`src/rtl/fir_output_stage_if.sv`:
```
// Output-side handshake bundle of fir_output_stage: FIFO head sample, valid/ready
// pair and FIFO status. The master side is the output stage; the slave side is the sink.
interface fir_output_stage_if #(
    parameter int OUT_W = 16,
    parameter int DEPTH = 4
);
    localparam int LW = $clog2(DEPTH) + 1;

    logic signed [OUT_W-1:0] y_out;
    logic                    y_valid;
    logic                    y_ready;
    logic                    full;
    logic [LW-1:0]           level;
    logic                    drop;

    modport master (
        output y_out,
        output y_valid,
        output full,
        output level,
        output drop,
        input  y_ready
    );

    modport slave (
        input  y_out,
        input  y_valid,
        input  full,
        input  level,
        input  drop,
        output y_ready
    );
endinterface

```
`src/rtl/fir_output_stage.sv`:
```
// FIR output stage: registers the accumulated tap sum on each sample strobe, rounds
// (ties toward +inf) and arithmetic-shifts it, saturates to OUT_W bits and buffers the
// result in a first-word-fall-through FIFO feeding a valid/ready sink. Overflow never
// stalls the filter; a sample arriving at a full FIFO with no pop is dropped.
// Optional: define FIR_OUT_SAT_CNT_EN to add the sticky 16-bit saturation counter sat_cnt.
module fir_output_stage #(
    parameter int N     = 32,
    parameter int OUT_W = 16,
    parameter int SHIFT = 15,
    parameter int DEPTH = 4
) (
    input  logic                 clk,
    input  logic                 rst,
    input  logic                 ena,
    input  logic [N-1:0]         y_in,
`ifdef FIR_OUT_SAT_CNT_EN
    output logic [15:0]          sat_cnt,
`endif
    fir_output_stage_if.master   out_if
);
    localparam int AW     = $clog2(DEPTH);
    localparam int LW     = AW + 1;
    localparam int RndPos = (SHIFT == 0) ? 0 : SHIFT - 1;

    // Rounding constant 2^(SHIFT-1); no rounding at all when SHIFT is 0.
    localparam logic signed [N:0] RndAdd = (SHIFT == 0) ? '0 : ((N+1)'(1) << RndPos);
    // Output range limits expressed in the N+1 bit rounding domain.
    localparam logic signed [N:0] SatMax = {{(N+2-OUT_W){1'b0}}, {(OUT_W-1){1'b1}}};
    localparam logic signed [N:0] SatMin = {{(N+2-OUT_W){1'b1}}, {(OUT_W-1){1'b0}}};

    logic [N-1:0]            r_s1;
    logic                    r_s1_v;
    logic signed [OUT_W-1:0] r_mem [DEPTH];
    logic [AW-1:0]           r_wr_ptr;
    logic [AW-1:0]           r_rd_ptr;
    logic [LW-1:0]           r_level;

    logic signed [N:0]       w_ext;
    logic signed [N:0]       w_sum;
    logic signed [N:0]       w_r;
    logic                    w_sat_hi;
    logic                    w_sat_lo;
    logic signed [OUT_W-1:0] w_sat;
    logic                    w_full;
    logic                    w_valid;
    logic                    w_pop;
    logic                    w_push;
    logic                    w_drop;

    // Stage 1: capture the tap sum on its strobe; the valid flag follows ena each cycle.
    always_ff @(posedge clk or negedge rst) begin
        if (!rst) begin
            r_s1   <= '0;
            r_s1_v <= 1'b0;
        end else begin
            if (ena) begin
                r_s1 <= y_in;
            end
            r_s1_v <= ena;
        end
    end

    // Stage 2: round, shift and saturate; one extra bit keeps the rounding add exact.
    always_comb begin
        w_ext    = {r_s1[N-1], r_s1};
        w_sum    = w_ext + RndAdd;
        w_r      = w_sum >>> SHIFT;
        w_sat_hi = (w_r > SatMax);
        w_sat_lo = (w_r < SatMin);
        if (w_sat_hi) begin
            w_sat = SatMax[OUT_W-1:0];
        end else if (w_sat_lo) begin
            w_sat = SatMin[OUT_W-1:0];
        end else begin
            w_sat = w_r[OUT_W-1:0];
        end
    end

    // FIFO control: a pop frees a slot in the same cycle, so push+pop when full is legal.
    always_comb begin
        w_full  = (r_level == LW'(DEPTH));
        w_valid = (r_level != '0);
        w_pop   = w_valid & out_if.y_ready;
        w_push  = r_s1_v & (~w_full | w_pop);
        w_drop  = r_s1_v & w_full & ~w_pop;
    end

    // FIFO storage; contents need no reset because y_out is gated by valid.
    always_ff @(posedge clk) begin
        if (w_push) begin
            r_mem[r_wr_ptr] <= w_sat;
        end
    end

    // FIFO pointers and occupancy; pointers wrap naturally since DEPTH is a power of 2.
    always_ff @(posedge clk or negedge rst) begin
        if (!rst) begin
            r_wr_ptr <= '0;
            r_rd_ptr <= '0;
            r_level  <= '0;
        end else begin
            if (w_push) begin
                r_wr_ptr <= r_wr_ptr + AW'(1);
            end
            if (w_pop) begin
                r_rd_ptr <= r_rd_ptr + AW'(1);
            end
            case ({w_push, w_pop})
                2'b10:   r_level <= r_level + LW'(1);
                2'b01:   r_level <= r_level - LW'(1);
                default: r_level <= r_level;
            endcase
        end
    end

`ifdef FIR_OUT_SAT_CNT_EN
    logic [15:0] r_sat_cnt;

    // Sticky count of clipped samples offered to the FIFO, dropped ones included.
    always_ff @(posedge clk or negedge rst) begin
        if (!rst) begin
            r_sat_cnt <= '0;
        end else if (r_s1_v && (w_sat_hi || w_sat_lo) && (r_sat_cnt != 16'hFFFF)) begin
            r_sat_cnt <= r_sat_cnt + 16'd1;
        end
    end

    assign sat_cnt = r_sat_cnt;
`endif

    assign out_if.y_out   = w_valid ? r_mem[r_rd_ptr] : '0;
    assign out_if.y_valid = w_valid;
    assign out_if.full    = w_full;
    assign out_if.level   = r_level;
    assign out_if.drop    = w_drop;

endmodule

```
`src/flat_wrapper.sv`:
```
// flat-port wrapper written by rule: the top's interface ports become plain ports
module fir_output_stage_flat 
#(
    parameter int N     = 32,
    parameter int OUT_W = 16,
    parameter int SHIFT = 15,
    parameter int DEPTH = 4
)
  (clk, rst, ena, y_in, out_if_y_out, out_if_y_valid, out_if_full, out_if_level, out_if_drop, out_if_y_ready);
  fir_output_stage_if #(.OUT_W(OUT_W), .DEPTH(DEPTH)) out_if_i ();
  input  logic clk;
  input  logic rst;
  input  logic ena;
  input  logic [N-1:0] y_in;
  output wire logic [$bits(out_if_i.y_out)-1:0] out_if_y_out;
  output wire logic [$bits(out_if_i.y_valid)-1:0] out_if_y_valid;
  output wire logic [$bits(out_if_i.full)-1:0] out_if_full;
  output wire logic [$bits(out_if_i.level)-1:0] out_if_level;
  output wire logic [$bits(out_if_i.drop)-1:0] out_if_drop;
  input wire logic [$bits(out_if_i.y_ready)-1:0] out_if_y_ready;
  assign out_if_y_out = out_if_i.y_out;
  assign out_if_y_valid = out_if_i.y_valid;
  assign out_if_full = out_if_i.full;
  assign out_if_level = out_if_i.level;
  assign out_if_drop = out_if_i.drop;
  assign out_if_i.y_ready = out_if_y_ready;
  fir_output_stage #(.N(N), .OUT_W(OUT_W), .SHIFT(SHIFT), .DEPTH(DEPTH)) u_core (.clk(clk), .rst(rst), .ena(ena), .y_in(y_in), .out_if(out_if_i));
endmodule
```
`config.mk`:
```
export PLATFORM = sky130hd
export DESIGN_NAME = fir_output_stage_flat
export DESIGN_NICKNAME = d
export VERILOG_FILES = /design/src/rtl/fir_output_stage_if.sv /design/src/rtl/fir_output_stage.sv /design/src/flat_wrapper.sv
export SDC_FILE = /design/constraint.sdc
export NUM_CORES = 1
export LEC_CHECK = 0
export ABC_AREA = 1
export BUFFER_PORTS_ARGS = -buffer_cell sky130_fd_sc_hd__buf_2
export CORE_MARGIN = 10
export CORE_UTILIZATION = 50
export CTS_CLUSTER_DIAMETER = 200
export DETAILED_ROUTE_END_ITERATION = 16
export PLACE_DENSITY = 0.77
export SKIP_LAST_GASP = 1
export SLEW_MARGIN = 10
export SYNTH_ARGS = -nofsm -noshare
export SYNTH_HDL_FRONTEND = slang
export SYNTH_SLANG_ARGS = --single-unit
```
`constraint.sdc`:
```
create_clock -name clk -period 2.9 [get_ports clk]
set_input_delay 0.145 -clock clk [delete_from_list [all_inputs] [get_ports clk]]
set_output_delay 0.145 -clock clk [all_outputs]
set_load 0.1 [all_outputs]
```
==> metrics <==
1st-pass router iterations=4; largest net degree at the start of global routing=34; Clock Tree Buf Depth=2; GP Congestion=0.841; Post-CTS Setup Bufs=0; initial antenna violation count=0; antenna cells=0; multi-input logic area=~0.0016 sq mm; status=completed; commonest non-fill, non-tap cell in the layout=nor2_1; WL per Instance=14.5 microns; final setup skew=around 0.011 ns; CP bufs+invs=2; pin slew with the least headroom to its limit=approximately 0.87 ns; Final nets=509; Max-slew headroom=42.2%; Seq/Total Area, Yosys=between 60% and 70%; RSZ-0062 raised after global routing=false; Slew Viols, Final=0; Die ar.=0.0124 sq mm; MaxCap Viol Count=0; Fillers=682; Fmax achieved=394 MHz; core area=0.00818 sq mm; most frequent cells in the layout=nor2_1 (80), nand2_1 (68), edfxtp_1 (64); syn nets=455; HP Class=input pin to flop; overall global routing resource usage=13.3%; Synth Instances=413; grt total ovfl=0; Avg Inst Size Synth=10.1 sq um; Syn Std Cell Area=approximately 0.0042 sq mm; Yosys reg bits=90; Cell variety after synth=27; Util after Layout=between 60% and 70%; IO Pins=58; critical path fanouts, max=33; yosys warns=0; WP data arrival=2.39 ns; Critical Path Start Type=flop; Residual DRC=0; Std-Cell Rows=33; clock sinks=90; vias per inst=5.06; cts hold-fix bufs=9; endpoints failing setup=0; Final Routed Wirelength=roughly 8.4 mm; Buffers on Ports=43; final antenna-violating net count=0; total number of vias=2,920; post-route setup TNS=0 ns; Die Y-Extent=approximately 110 microns; vias in the first global route=between 2,000 and 3,000; max incr delay on CP=roughly 0.63 ns; Crit path depth=4; share of layout cells above drive strength 1=between 20% and 30%; Final Hold Vio Count=0; crit path time final=2.54 ns; final hold slack=0.0204 ns; Reg area=0.00258 sq mm; CTS H-tree depth=3; clock buffer count from CTS=9; CP Capture Type=output port; worst hold stages=2; critical path's slowest cell=inv_1; CTS resizes=0; worst path cell trace=inv_1, o21ai_0, a21oi_4, buf_2; Worst Reg-to-Reg Cells=8; Worst-Skew Late Latency=about 0.35 ns; Detailed Place HPWL=5.64 mm; Final period util=87.5%; root buffer cell=clkbuf_8; Initial Util=between 50% and 60%; Die W=111 microns; TritonCTS clock tree=yes; first-pass GRT wire length=approximately 14 mm; crit path kind=flop to output port; family with the most delay on the worst path=buffers and inverters; Clock Pin Slew Worst Setup and Hold Paths=0.09 ns; P&R area growth vs syn=18.0%; initial DRC count=about 130; Worst EP required=2.76 ns
-- state kept, by name (all words and copies together) (netlist names) --
name and cells:
u_core.out_if.level 3, u_core.r_mem 64, u_core.r_rd_ptr 2, u_core.r_s1 18, u_core.r_s1_v 1, u_core.r_wr_ptr 2
-- final cells by class --
cell class                 count  share of cell area [%]
sequential                    90                    52.2
clock inverter                 6                    1.01
multi-input combinational    274                    31.8
timing repair buffer          59                    7.25
inverter                      33                    2.51
tap                          105                    2.66
clock buffer                  10                    2.58
-- worst paths after layout --
| kind | endpoint | slack (ns) | start |
|---|---|---|---|
| worst min-delay path | u_core.r_s1[15] | 0.02 | y_in[15] |
| min in group asynchronous | u_core.r_rd_ptr[0] | 0.32 | rst |
| max in group asynchronous | u_core.out_if.level[0] | 2.17 | rst |
| worst min register to register | u_core.out_if.level[0] | 0.54 | u_core.out_if.level[0] |
| worst max-delay path | out_if_y_out[6] | 0.36 | u_core.r_rd_ptr[0] |
| worst max register to register | u_core.r_mem[1][5] | 0.87 | u_core.r_s1[15] |
-- synth_stat cells (all sizes together) --
cell    instances  share of area (%)
a21oi          21                2.5
buf             3               0.87
clkbuf         13                1.2
dfrtp          26                 16
edfxtp         64                 46
fa              1               0.48
ha              5                1.5
inv            33                3.0
mux2            8                2.2
nand2          74                7.1
nand3           8               0.96
nand3b          1               0.18
nand4           2               0.45
nor2           90                8.5
nor3            1               0.12
o21ai          46                6.0
o31ai           1               0.18
xor2           16                3.3
-- layer usage --
metal	vias to the layer above	wire length, microns	global-route usage, %
li1	1467	-	-
met1	1364	3510	15.2
met2	80	4220	23.3
met3	9	537	2.79
met4	0	86	6.26
met5	-	0	0
-- through the flow --
stage                     cells  cell area [sq um]  worst slack (ns)
after detailed placement    552               4670             0.731
after global placement      552               4670             0.827
after global routing        577               4940             0.236
after floorplan             413               4360             0.103
final                       577               4940             0.362
after CTS                   577               4940             0.327
-- logic make-up (layout without fill, tap and decap cells) --
kind of cell | after synthesis | after routing | share of synthesized area (%)
adders and majority gates | 6 | 6 | 1.97
buffers and inverters | 49 | 108 | 4.99
and+or+nand+nor | 176 | 176 | 17.3
AOI/OAI and AO/OA | 68 | 68 | 8.73
muxes | 8 | 8 | 2.15
xor gates and xnor gates | 16 | 16 | 3.35
DFF | 90 | 90 | 61.5
Power is not shown: default switching activity piles up to over one toggle a cycle in this logic, so the estimate is an artifact.
